$ cat config.mk
export PLATFORM = sky130hd
export DESIGN_NAME = instr_fetch_queue
export DESIGN_NICKNAME = d
export VERILOG_FILES = /design/src/rtl/mips_if_pkg.sv /design/src/rtl/sync_fifo.sv /design/src/rtl/instr_fetch_queue.sv
export SDC_FILE = /design/constraint.sdc
export NUM_CORES = 1
export LEC_CHECK = 0
export BUFFER_PORTS_ARGS = -buffer_cell sky130_fd_sc_hd__buf_2
export CAP_MARGIN = 20
export CORE_UTILIZATION = 51
export DETAILED_ROUTE_END_ITERATION = 10
export PLACE_DENSITY = 0.71
export SLEW_MARGIN = 20
export SYNTH_ARGS = -nofsm -noshare
export SYNTH_HDL_FRONTEND = slang
export SYNTH_SLANG_ARGS = --single-unit
$ cat constraint.sdc
create_clock -name clk -period 3.9 [get_ports clk]
set_input_delay 0.585 -clock clk [delete_from_list [all_inputs] [get_ports clk]]
set_output_delay 0.585 -clock clk [all_outputs]
set_load 0.005 [all_outputs]
$ cat src/rtl/mips_if_pkg.sv
// Shared fetch-stage types: widths, PC step and the {pc, instr} entry layout
// handed from instruction fetch to decode.
package mips_if_pkg;

  localparam int INSTR_W = 32;
  localparam int ADDR_W  = 32;
  localparam int ENTRY_W = ADDR_W + INSTR_W;
  localparam logic [ADDR_W-1:0] PC_STEP = 32'd4;

  typedef struct packed {
    logic [ADDR_W-1:0]  pc;
    logic [INSTR_W-1:0] instr;
  } fetch_entry_t;

  function automatic logic [ADDR_W-1:0] word_align(input logic [ADDR_W-1:0] addr);
    return {addr[ADDR_W-1:2], 2'b00};
  endfunction

endpackage

$ cat src/rtl/sync_fifo.sv
// Single-clock FIFO with synchronous flush; the head word reads as zero while empty.
// Push and pop together on a full FIFO are accepted and leave the count unchanged.
module sync_fifo #(
  parameter int WIDTH = 32,
  parameter int DEPTH = 4
) (
  input  logic                   clk,
  input  logic                   rst,
  input  logic                   clear,
  input  logic                   push,
  input  logic                   pop,
  input  logic [WIDTH-1:0]       din,
  output logic [WIDTH-1:0]       dout,
  output logic                   full,
  output logic                   empty,
  output logic [$clog2(DEPTH):0] count
);

  localparam int AW = $clog2(DEPTH);
  localparam logic [AW:0] FULL_CNT = (AW + 1)'(DEPTH);

  logic [WIDTH-1:0] mem_r [DEPTH];
  logic [AW-1:0]    wr_ptr_r;
  logic [AW-1:0]    rd_ptr_r;
  logic [AW:0]      count_r;
  logic             do_push_s;
  logic             do_pop_s;

  // Handshake qualification and head presentation.
  always_comb begin
    empty     = (count_r == {(AW + 1){1'b0}});
    full      = (count_r == FULL_CNT);
    count     = count_r;
    do_pop_s  = pop && !empty;
    do_push_s = push && (!full || do_pop_s);
    if (empty) begin
      dout = {WIDTH{1'b0}};
    end else begin
      dout = mem_r[rd_ptr_r];
    end
  end

  // Storage array: contents are never observed while empty, so no reset is needed.
  always_ff @(posedge clk) begin
    if (do_push_s && !clear) begin
      mem_r[wr_ptr_r] <= din;
    end
  end

  // Pointer and occupancy bookkeeping.
  always_ff @(posedge clk or posedge rst) begin
    if (rst) begin
      wr_ptr_r <= {AW{1'b0}};
      rd_ptr_r <= {AW{1'b0}};
      count_r  <= {(AW + 1){1'b0}};
    end else if (clear) begin
      wr_ptr_r <= {AW{1'b0}};
      rd_ptr_r <= {AW{1'b0}};
      count_r  <= {(AW + 1){1'b0}};
    end else begin
      if (do_push_s) begin
        wr_ptr_r <= wr_ptr_r + AW'(1'b1);
      end
      if (do_pop_s) begin
        rd_ptr_r <= rd_ptr_r + AW'(1'b1);
      end
      case ({do_push_s, do_pop_s})
        2'b10:   count_r <= count_r + (AW + 1)'(1'b1);
        2'b01:   count_r <= count_r - (AW + 1)'(1'b1);
        default: count_r <= count_r;
      endcase
    end
  end

endmodule

$ cat src/rtl/instr_fetch_queue.sv
// Instruction fetch queue: credit-limited word reads to instruction memory, PC tagging of
// returned words, and redirect flush that drops reads still in flight.
module instr_fetch_queue
  import mips_if_pkg::*;
#(
  parameter int DEPTH = 4
) (
  input  logic               clk,
  input  logic               rst,
  input  logic [ADDR_W-1:0]  pc_in,
  input  logic               redirect,
  output logic               pc_consume,
  output logic               imem_req_valid,
  input  logic               imem_req_ready,
  output logic [ADDR_W-1:0]  imem_req_addr,
  input  logic               imem_rsp_valid,
  input  logic [INSTR_W-1:0] imem_rsp_data,
  output logic               if_valid,
  input  logic               if_ready,
  output logic [INSTR_W-1:0] if_instr,
  output logic [ADDR_W-1:0]  if_pc,
  output logic [ADDR_W-1:0]  if_pc_plus4,
  output logic               proto_err
);

  localparam int CW = $clog2(DEPTH) + 1;
  localparam logic [CW:0] CREDIT_LIMIT = (CW + 1)'(DEPTH);

  logic [CW-1:0]     outstanding_r;
  logic [CW-1:0]     drop_cnt_r;
  logic              proto_err_r;
  logic [CW-1:0]     tag_count_s;
  logic [CW-1:0]     out_count_s;
  logic              tag_full_s, tag_empty_s, out_full_s, out_empty_s;
  logic [ADDR_W-1:0] tag_pc_s;
  fetch_entry_t      out_din_s, out_head_s;
  logic [CW:0]       credit_sum_s;
  logic              issue_s, rsp_live_s, stray_s, deliver_s, pop_s;
  logic              unused_s;

  // Credit check, handshakes and decode-side view of the queue head.
  always_comb begin
    credit_sum_s   = {1'b0, outstanding_r} + {1'b0, out_count_s};
    rsp_live_s     = imem_rsp_valid && (outstanding_r != {CW{1'b0}});
    stray_s        = imem_rsp_valid && (outstanding_r == {CW{1'b0}});
    imem_req_valid = !rst && !redirect && (credit_sum_s < CREDIT_LIMIT);
    issue_s        = imem_req_valid && imem_req_ready;
    pc_consume     = issue_s;
    imem_req_addr  = word_align(pc_in);
    deliver_s      = rsp_live_s && !redirect && (drop_cnt_r == {CW{1'b0}}) && !tag_empty_s;
    out_din_s.pc    = tag_pc_s;
    out_din_s.instr = imem_rsp_data;
    if_valid       = !out_empty_s;
    pop_s          = if_valid && if_ready;
    if_instr       = out_head_s.instr;
    if_pc          = out_head_s.pc;
    if (if_valid) begin
      if_pc_plus4 = out_head_s.pc + PC_STEP;
    end else begin
      if_pc_plus4 = {ADDR_W{1'b0}};
    end
    proto_err      = proto_err_r;
    unused_s       = ^{tag_count_s, tag_full_s, out_full_s};
  end

  // In-flight read count, stale-response drop count and sticky protocol error.
  always_ff @(posedge clk or posedge rst) begin
    if (rst) begin
      outstanding_r <= {CW{1'b0}};
      drop_cnt_r    <= {CW{1'b0}};
      proto_err_r   <= 1'b0;
    end else begin
      proto_err_r <= proto_err_r | stray_s;
      if (redirect) begin
        // Everything still in flight after this edge belongs to the old path.
        outstanding_r <= outstanding_r - CW'(rsp_live_s);
        drop_cnt_r    <= outstanding_r - CW'(rsp_live_s);
      end else begin
        outstanding_r <= outstanding_r + CW'(issue_s) - CW'(rsp_live_s);
        if (rsp_live_s && (drop_cnt_r != {CW{1'b0}})) begin
          drop_cnt_r <= drop_cnt_r - CW'(1'b1);
        end else begin
          drop_cnt_r <= drop_cnt_r;
        end
      end
    end
  end

  sync_fifo #(.WIDTH(ADDR_W), .DEPTH(DEPTH)) u_tag_q (
    .clk   (clk),
    .rst   (rst),
    .clear (redirect),
    .push  (issue_s),
    .pop   (deliver_s),
    .din   (pc_in),
    .dout  (tag_pc_s),
    .full  (tag_full_s),
    .empty (tag_empty_s),
    .count (tag_count_s)
  );

  sync_fifo #(.WIDTH(ENTRY_W), .DEPTH(DEPTH)) u_out_q (
    .clk   (clk),
    .rst   (rst),
    .clear (redirect),
    .push  (deliver_s),
    .pop   (pop_s),
    .din   (out_din_s),
    .dout  (out_head_s),
    .full  (out_full_s),
    .empty (out_empty_s),
    .count (out_count_s)
  );

endmodule
==> results of run 1 <==
## Yosys cell counts, types with 4 or more instances
library cell  instances  area share (%)
nor3_1               16            0.47
buf_2                 8            0.24
nor2b_1              32             1.2
o31ai_1              10            0.44
nor4_1                6            0.22
xor2_1                7            0.36
and2_1               67             2.5
nand2_1              18            0.40
mux4_2               95              13
edfxtp_1            384              68
clkbuf_1             32            0.71
inv_1                28            0.62
or4_1                13            0.58
dfrtp_1              21             3.1
buf_4                34             1.5
mux2_2                6            0.40
buf_1                 7            0.16
nand3_1              11            0.33
and3_1                4            0.15
xnor2_1              11            0.57
nor2_1               35            0.78
or3_1                 6            0.22
ha_1                 18             1.3
a21oi_1              20            0.59
nand4_1               7            0.26
o21ai_0              15            0.44
## routing by layer
layer	up-vias	wire, microns	part of all wire, %	GRT usage [%]
li1	4047	-	-	-
met1	4533	14300	42	27.1
met2	288	17000	49	34.6
met3	59	2310	6.7	4.49
met4	0	828	2.4	6.93
met5	-	0	0	0
## metrics by stage
step	setup WS, ns	hold WS [ns]
floorplan	0.0994	0.451
global placement	0.217	0.435
detailed placement	0.197	0.441
CTS	0.00290	0.155
global route	-0.0944	0.175
finish	-0.0167	0.167
## logic make-up after synthesis
group | Yosys count | share of synthesized area [%]
muxes | 105 | 13.4
buffers and inverters | 112 | 3.43
other | 1 | 0.0221
xor gates and xnor gates | 18 | 0.931
adders and majority gates | 21 | 1.68
DFF | 405 | 71.2
AOI/OAI and AO/OA | 56 | 1.96
and+or+nand+nor | 222 | 7.38
## registers in the layout, indices dropped and copies added, names as in the netlist
signal	cells
drop_cnt_r	3
outstanding_r	3
proto_err	1
u_out_q.count	3
u_out_q.mem_r	256
u_out_q.rd_ptr_r	2
u_out_q.wr_ptr_r	2
u_tag_q.count	3
u_tag_q.mem_r	128
u_tag_q.rd_ptr_r	2
u_tag_q.wr_ptr_r	2
## repair_timing
action / CTS / global route
pin swaps: 8 / 3
hold endpoints to repair: 0 / 0
setup buffers: 12 / 5
setup endpoints to repair: 19 / 17
gates resized for setup: 30 / 13
gates cloned: 2 / 0
## final timing paths
path                                     startpoint             endpoint  slack, ns  cells after the start
worst min-delay path                            rst  u_tag_q.wr_ptr_r[0]       0.17                      3
worst min register to register            proto_err            proto_err       0.45                      1
max in group asynchronous                       rst  u_out_q.rd_ptr_r[0]       3.43                      3
worst max register to register     u_out_q.count[2]  u_tag_q.mem_r[1][2]       0.85                      6
worst max-delay path            u_out_q.rd_ptr_r[0]      if_pc_plus4[28]      -0.02                     10
min in group clk                   imem_rsp_data[8]  u_out_q.mem_r[3][8]       0.27                      1
## cell type report
type | count | area [sq um] | area share [%]
multi-input combinational | 425 | 4480 | 22.4
sequential | 405 | 12100 | 60.4
timing repair buffer | 246 | 1440 | 7.23
inverter | 28 | 105 | 0.526
clock buffer | 59 | 1170 | 5.84
clock inverter | 17 | 161 | 0.808
tap | 442 | 553 | 2.77
## power by group through the flow
stage | Combinational [uW] | Sequential (uW) | Clock, uW
finish | 522 | 4890 | 3840
global route | 586 | 4890 | 4080
CTS | 529 | 4890 | 3910
detailed placement | 515 | 4980 | 0
global placement | 500 | 4980 | 0
floorplan | 344 | 4960 | 0
## worst min-delay path, stage by stage
cell and delay, ns:
buf_2 0.09, inv_1 0.08, buf_4 0.33
==> run summary, run 1 <==
Status -> finished with violations
Violated checks -> negative setup slack
Power Density -> 463 nW/um^2
Starting Density -> 51.9%
Vias per inst -> 5.50
Most common cell after layout, fill and taps aside -> edfxtp_1
Switching power of the nets -> 1910 uW
Worst rel slew slack -> 52.7%
Design area -> 20,000 sq um
Avg WL per Cell -> 21.2 microns
P_leak -> 0.00700 uW
Die H -> 184 microns
CP bufs+invs -> 3
Combinational share of power -> 5.7%
Drt first pass iters -> 4
Gr ovfl total -> 0
Clk pwr share -> 41.5%
Fin nets -> 1,239
Slew Limit Fails -> 0
Crit path launch type -> flop
Clk slew on worst S/H paths -> 0.06 ns
Highest-count cells in the layout ignoring fill and taps -> edfxtp_1, buf_2, mux4_2
Layout area overhead -> 18.0%
FF+latch count, synth -> 405
FP Rows -> 66
Die X -> 184 microns
Antenna Nets Post-Route -> 0
Main synth FF type -> edfxtp_1
Port-buffer cells -> 199
Final WS setup -> -0.0167 ns
Sw frac -> 20.6%
Worst Max-Slew Pin Slew -> 0.710 ns
Via count -> 8,927
Mapped Area -> 16,900 sq um
Die footprint -> 33,900 sq um
Vias in the first global route -> 9,063
Synth warn -> 0
Hold-fix buffer count after cts -> 0
Mean Syn Cell Area -> 18.0 sq um
Largest net degree at the start of global routing -> 65
Async set or reset register ratio after synthesis -> 5.19%
Power Internal -> 7340 uW
Register area share after synthesis -> 71.2%
GPL Wtd Cong -> 0.807
H-tree levels -> 2
Sink Count -> 405
Critical Path AT -> 3.33 ns
Unrepaired setup endpoints after global routing -> true
Setup CP Type -> reg -> out
N_diodes -> 0
CP Cell Sequence -> buf_6 -> mux4_2 -> and2_4 -> ha_4 -> nand3_2 -> or4_4 -> buf_8 -> or4_1 -> a21oi_1 -> buf_2
EDFF count, synth -> 384
CP delay by family, top -> simple AND/OR/NAND/NOR gates
Clock tree buffer depth -> 3
Initial antenna violation count -> 0
CTS tree -> built
Number of top-level pins -> 202
First DRT Iteration DRCs -> 552
Clk_lat worst skew -> 0.53 ns
Filler cells -> 2,333
DRC Markers -> 0
Placed Cells incl. Taps -> 1,527
Overall power -> 9240 uW
Slowest stage cell, crit path -> or4_4
CP max stage delay -> 0.52 ns
Crit end category -> output pin
Tcrit/Tclk final -> 100%
Required time worst endpoint -> 3.31 ns
Post-synth cell types -> 46
Util after Layout -> 61.2%
Total Routing Usage GR -> 20.7%
Cells after Synth -> 940
Cell Area, Placed -> 18,300 sq um
Clock Skew -> 0.0141 ns
Core area -> 32,600 sq um
Hold Path Class -> in -> async
Worst-path maximum fanout -> 6
TritonCTS Buffers -> 42
Final Hold Fails -> 0
Seq pwr share -> 52.9%
Max frequency -> 255 MHz
Max-capacitance violation count -> 0
Non-Filler Instances -> 1,622
Share of layout cells above drive strength 1 -> 37.7%
Tmin final -> 3.92 ns
Drt total wl -> 34.4 mm
Clk root buf -> clkbuf_16
Post-DP HPWL -> 21.6 mm
First-pass GRT wire length -> 52.4 mm
Final setup violation count -> 4
Max IR drop VDD -> 371 uV
Setup TNS -> -0.0399 ns
(Power assumes the default switching activity.)
==> run 2, diff against run 1 <==
--- a/config.mk
+++ b/config.mk
@@ -9,6 +9,7 @@
 export CAP_MARGIN = 20
 export CORE_UTILIZATION = 51
 export DETAILED_ROUTE_END_ITERATION = 10
+export MAX_ROUTING_LAYER = met4
 export PLACE_DENSITY = 0.71
 export SLEW_MARGIN = 20
 export SYNTH_ARGS = -nofsm -noshare
==> constraint.sdc (replaced) <==
create_clock -name clk -period 3.8 [get_ports clk]
set_input_delay 0.57 -clock clk [delete_from_list [all_inputs] [get_ports clk]]
set_output_delay 0.57 -clock clk [all_outputs]
set_load 0.005 [all_outputs]
==> run 2 against run 1 <==
Effect of this change:
- the run still ends with negative setup slack left
- setup slack worse by 0.045 ns
- hold slack worse by 0.0071 ns
- sequential cell count unchanged
- combinational power up 3%
- critical endpoint is now if_pc_plus4[31]
- largest cell class unchanged
- largest power group unchanged
==> run summary, run 2 (synthesized netlist as in run 1, its figures left out) <==
Clk_lat worst skew -> 0.54 ns (about the same)
Violated checks -> negative setup slack
Max IR drop VDD -> 382 uV (+3.1%)
Antenna Nets Post-Route -> 0 (unchanged)
Number of top-level pins -> 202 (unchanged)
Unrepaired setup endpoints after global routing -> true
Biggest register -> u_out_q.mem_r
Required time worst endpoint -> 3.23 ns (-0.08 ns)
Hold-fix buffer count after cts -> 0 (unchanged)
Hold Path Class -> in -> async
Final setup violation count -> 2 (-2)
Dpl ws -> 0.204 ns (+0.00654 ns)
P_leak -> 0.00700 uW (about the same)
First DRT Iteration DRCs -> 593 (+7.4%)
Worst rel slew slack -> 56.4% (+3.7 points)
Highest-count cells in the layout ignoring fill and taps -> edfxtp_1, buf_2, mux4_2
Area of the multi-input gates -> 4410 sq um (-1.6%)
FP Rows -> 66 (unchanged)
Max FFs per register -> 256 (unchanged)
Non-Filler Instances -> 1,630 (+0.49%)
CTS tree -> built
Final Hold Fails -> 0 (unchanged)
Fin nets -> 1,246 (+0.56%)
Clk slew on worst S/H paths -> 0.06 ns (about the same)
Slew Limit Fails -> 0 (unchanged)
Largest net degree at the start of global routing -> 38 (-42%)
Core area -> 32,600 sq um (unchanged)
Setup TNS -> -0.108 ns (-0.0680 ns)
Filler cells -> 2,396 (+2.7%)
DRC Markers -> 0 (unchanged)
Crit end category -> output pin
Die footprint -> 33,900 sq um (unchanged)
FF-to-FF End -> u_out_q.mem_r[3][53]
Initial antenna violation count -> 0 (unchanged)
Sink Count -> 405 (unchanged)
Vias per inst -> 5.54 (+0.72%)
R2r setup slk -> 0.88 ns (+0.03 ns)
Worst-path maximum fanout -> 14 (+8)
Reg area -> 12,100 sq um (about the same)
Placed Cells incl. Taps -> 1,532 (+0.33%)
Die H -> 184 microns (unchanged)
Tcrit/Tclk final -> 102%
Drt first pass iters -> 4 (unchanged)
RR Startpoint -> drop_cnt_r[0]
Final WS setup -> -0.0618 ns (-0.0450 ns)
Post-DP HPWL -> 21.8 mm (+1.1%)
Clock tree buffer depth -> 3 (unchanged)
GPL Wtd Cong -> 0.823 (+2.0%)
Port-buffer cells -> 199 (unchanged)
Share of layout cells above drive strength 1 -> 37.5% (-0.17 points)
Worst Max-Slew Pin Slew -> 0.654 ns (-0.0558 ns)
Starting Density -> 51.9% (unchanged)
Critical Path AT -> 3.29 ns (-0.04 ns)
Clock Skew -> 0.0229 ns (+0.00875 ns)
Most common cell after layout, fill and taps aside -> edfxtp_1
Total Routing Usage GR -> 21.3% (+0.60 points)
Vias in the first global route -> 9,138 (+0.83%)
Die X -> 184 microns (unchanged)
Gr ovfl total -> 0 (unchanged)
First-pass GRT wire length -> 52.3 mm (about the same)
Power Density -> 476 nW/um^2 (+2.9%)
N_diodes -> 0 (unchanged)
H-tree levels -> 2 (unchanged)
TritonCTS Buffers -> 42 (unchanged)
Drt total wl -> 34.4 mm (about the same)
Max-capacitance violation count -> 0 (unchanged)
Setup CP Type -> reg -> out
Max frequency -> 259 MHz
Via count -> 9,036 (+1.2%)
Crit path launch type -> flop
Avg WL per Cell -> 21.1 microns (-0.59%)
Regs by FF count -> u_out_q.mem_r: 256 flops, u_tag_q.mem_r: 128 flops
Worst r2r path cells -> 7 (+1)
Layout area overhead -> 18.5%
Tmin final -> 3.86 ns
Clk root buf -> clkbuf_16
Status -> finished with violations
run 2: cell count changes in the layout (fill, tap and decap cells not counted), moves of 3 or more:
cell | previous run | this run
or4_4 | 8 | 5
or4_1 | 5 | 8
buf_4 | 37 | 40
a21oi_1 | 15 | 18
buf_6 | 6 | 2
clkinv_1 | 7 | 4
a21oi_2 | 4 | 1
buf_12 | 3 | 12
run 2: worst max-delay path, stage by stage (launching register included):
cell and delay [ns]:
dfrtp_4 0.52, buf_12 0.18, mux4_2 0.39, nand4_1 0.18, or4_4 0.67, nor4_2 0.30
mux2_1 0.37, buf_2 0.14
run 2: power by group:
part	internal (uW)	total, uW	switching (uW)
registers	4970	5020	50.2
logic	226	536	310
clock network	2390	4010	1620
total	7580	9560	1980
run 2: through the flow:
step	util [%]	total power (uW)	cell area [sq um]	hold slack, ns
2_1_floorplan	-	5450	16900	0.451
3_5_place_dp	56.4	5640	18400	0.440
5_1_grt	61.5	9900	20100	0.160
6_report	61.5	9560	20100	0.160
3_3_place_gp	56.4	5620	18400	0.436
4_1_cts	61.3	9660	20000	0.149
run 2: per-layer routing:
layer  vias to the layer above  global-route usage, %  part of all wire (%)  routed length, microns
met5                         -                      -                     0                       0
met4                         0                   8.23                   3.4                    1170
met3                        72                   3.71                   6.5                    2240
met2                       337                   34.0                    49                   16700
met1                      4553                   27.4                    41                   14300
li1                       4074                      -                     -                       -
run 2: worst max path at each step:
stage,from,endpoint,slack [ns],depth (start not counted)
after CTS,u_out_q.rd_ptr_r[0],if_pc_plus4[16],-0.02,8
after detailed placement,u_out_q.rd_ptr_r[0],if_pc_plus4[31],0.20,7
after global routing,u_out_q.rd_ptr_r[0],if_pc_plus4[31],-0.15,7
after floorplan,redirect,u_out_q.mem_r[1][0],0.01,5
final,u_out_q.rd_ptr_r[0],if_pc_plus4[31],-0.06,7
after global placement,u_out_q.rd_ptr_r[0],if_pc_plus4[31],0.22,7
run 2: cell type report:
cell class | count | area share [%]
Clock buffer | 61 | 5.95
Clock inverter | 16 | 0.885
Inverter | 28 | 0.524
Multi-Input combinational cell | 424 | 21.9
Sequential cell | 405 | 60.1
Tap cell | 442 | 2.76
Timing Repair Buffer | 254 | 7.84
run 2: timing repair:
item	in CTS	in global routing
endpoints found under the setup margin	19	18
setup buffers	17	4
gates cloned	0	0
gates resized for setup	20	10
pin swaps	6	0
endpoints found under the hold margin	0	0
==> run 3, diff against run 2 <==
--- a/config.mk
+++ b/config.mk
@@ -7,6 +7,7 @@
 export LEC_CHECK = 0
 export BUFFER_PORTS_ARGS = -buffer_cell sky130_fd_sc_hd__buf_2
 export CAP_MARGIN = 20
+export CORE_MARGIN = 3
 export CORE_UTILIZATION = 51
 export DETAILED_ROUTE_END_ITERATION = 10
 export MAX_ROUTING_LAYER = met4
==> constraint.sdc (replaced) <==
create_clock -name clk -period 4.9 [get_ports clk]
set_input_delay 0.735 -clock clk [delete_from_list [all_inputs] [get_ports clk]]
set_output_delay 0.735 -clock clk [all_outputs]
set_load 0.005 [all_outputs]
==> run 3 against run 2 <==
Effect of this change:
- the run now ends clean
- hold slack improved by 0.070 ns
- clock skew fell by 0.0029 ns
- critical path depth rose by 1
- final area fell by 2.2%
- total power fell by 22%
- count of clock-buffer cells in the layout fell by 6
- sequential share of layout area rose by 1.4 points
- via count fell by 0.63%
- largest cell class unchanged
==> run summary, run 3 (synthesized netlist as in run 1, its figures left out) <==
Power Density -> 378 nW/um^2 (-21%)
Core area -> 32,600 sq um (unchanged)
Sink Count -> 405 (unchanged)
Starting Density -> 51.9% (unchanged)
Tmin final -> 4.52 ns
Vias per inst -> 5.63 (+1.5%)
Die H -> 188 microns (+2.2%)
Post-DP HPWL -> 21.9 mm (+0.26%)
Biggest register -> u_out_q.mem_r
Clock Skew -> 0.0200 ns (-0.00294 ns)
Status -> finished clean
Fin nets -> 1,211 (-2.8%)
Non-Filler Instances -> 1,595 (-2.1%)
Max IR drop VDD -> 304 uV (-20%)
Drt first pass iters -> 5 (+1)
DRC Markers -> 0 (unchanged)
Setup TNS -> 0 ns (+0.108 ns)
Highest-count cells in the layout ignoring fill and taps -> edfxtp_1, buf_2, mux4_2
Final setup violation count -> 0 (-2)
CP Cell Sequence -> mux4_2 -> and2_1 -> ha_1 -> nand3_1 -> or4_4 -> or4_1 -> a21oi_1 -> buf_2
Slowest stage cell, crit path -> or4_4
Tcrit/Tclk final -> 92.3%
Combinational share of power -> 5.5% (about the same)
Hold Path Class -> in -> async
Clk pwr share -> 42.1% (+0.2 points)
TritonCTS Buffers -> 42 (unchanged)
Critical Path AT -> 3.79 ns (+0.50 ns)
CTS tree -> built
CP max stage delay -> 0.68 ns (about the same)
Filler cells -> 2,384 (-0.50%)
Layout area overhead -> 15.9%
GPL Wtd Cong -> 0.817 (-0.77%)
FP Rows -> 66 (unchanged)
Gr ovfl total -> 0 (unchanged)
Port-buffer cells -> 199 (unchanged)
Worst-path maximum fanout -> 20 (+6)
Hold-fix buffer count after cts -> 0 (unchanged)
Max frequency -> 221 MHz
Switching power of the nets -> 1520 uW (-23%)
Die footprint -> 35,400 sq um (+4.4%)
Drt total wl -> 34.3 mm (-0.31%)
P_leak -> 0.00680 uW (-2.9%)
Clock tree buffer depth -> 3 (unchanged)
CP bufs+invs -> 1 (-1)
Crit path launch type -> flop
Final Hold Fails -> 0 (unchanged)
Seq pwr share -> 52.5% (about the same)
Crit end category -> output pin
Worst rel slew slack -> 52.3% (-4.1 points)
First-pass GRT wire length -> 52.8 mm (+0.98%)
Avg WL per Cell -> 21.5 microns (+1.9%)
Clk_lat worst skew -> 0.54 ns (about the same)
Antenna Nets Post-Route -> 0 (unchanged)
Largest net degree at the start of global routing -> 38 (unchanged)
Regs by FF count -> u_out_q.mem_r: 256 flops, u_tag_q.mem_r: 128 flops
Vias in the first global route -> 9,119 (-0.21%)
Max-capacitance violation count -> 0 (unchanged)
Overall power -> 7420 uW (-22%)
Clk slew on worst S/H paths -> 0.06 ns (about the same)
Power Internal -> 5900 uW (-22%)
Via count -> 8,979 (-0.63%)
Clk root buf -> clkbuf_16
First DRT Iteration DRCs -> 682 (+15%)
Placed Cells incl. Taps -> 1,518 (-0.91%)
H-tree levels -> 2 (unchanged)
Max FFs per register -> 256 (unchanged)
Initial antenna violation count -> 0 (unchanged)
Setup CP Type -> reg -> out
Unrepaired setup endpoints after global routing -> false
Share of layout cells above drive strength 1 -> 34.3% (-3.3 points)
Final hold slack -> 0.230 ns (+0.0701 ns)
Die X -> 188 microns (+2.2%)
Worst Max-Slew Pin Slew -> 0.716 ns (+0.0614 ns)
Sw frac -> 20.5% (-0.16 points)
Required time worst endpoint -> 4.16 ns (+0.93 ns)
Total Routing Usage GR -> 20.0% (-1.3 points)
Number of top-level pins -> 202 (unchanged)
Util after Layout -> 60.2% (-1.4 points)
Most common cell after layout, fill and taps aside -> edfxtp_1
Slew Limit Fails -> 0 (unchanged)
CP delay by family, top -> simple AND/OR/NAND/NOR gates
-- run 3: worst paths after layout --
| path | from | end | slack, ns | cells after the start |
|---|---|---|---|---|
| worst max-delay path | u_out_q.rd_ptr_r[0] | if_pc_plus4[16] | 0.38 | 8 |
| worst min-delay path | rst | u_tag_q.wr_ptr_r[1] | 0.23 | 3 |
| worst max register to register | drop_cnt_r[0] | u_out_q.mem_r[1][12] | 1.73 | 7 |
| worst min register to register | proto_err | proto_err | 0.46 | 1 |
| max in group asynchronous | rst | u_out_q.rd_ptr_r[0] | 4.36 | 3 |
| min in group clk | pc_in[15] | u_tag_q.mem_r[1][15] | 0.42 | 1 |
-- run 3: power groups by stage --
stage / logic (uW) / registers (uW) / clock network (uW)
final: 406 / 3890 / 3120
after detailed placement: 411 / 3960 / 0
after floorplan: 274 / 3950 / 0
after global placement: 393 / 3960 / 0
after CTS: 412 / 3890 / 3200
after global routing: 464 / 3900 / 3340
-- run 3: per-layer routing --
layer  up-vias  share of wire, %  track usage, %
met5         -                 0               -
met2       323                50            32.7
met4         0               2.5            5.92
li1       4001                 -               -
met1      4597                41            26.3
met3        58               6.6            3.29
-- run 3: tightest hold or removal path, cell delays in order --
cell	delay, ns
buf_2	0.09
inv_1	0.04
buf_4	0.30
-- run 3: repair_timing --
action	in CTS	in global routing
gates resized for setup	0	1
setup buffers	0	0
endpoints found under the setup margin	0	3
-- run 3: per-stage QoR --
stage	cell area, sq um	setup WS, ns
after floorplan	16900	0.949
after global placement	18200	0.657
after detailed placement	18200	0.613
after CTS	19600	0.0387
after global routing	19600	0.145
final	19600	0.379
-- run 3: final cells by class --
class	instances	area (sq um)	area share, %
inverter	28	105	0.535
multi-input combinational	424	4330	22.1
sequential	405	12100	61.5
timing repair buffer	219	1200	6.09
tap	442	553	2.82
clock inverter	19	215	1.10
antenna	3	7.51	0.0382
clock buffer	55	1160	5.91
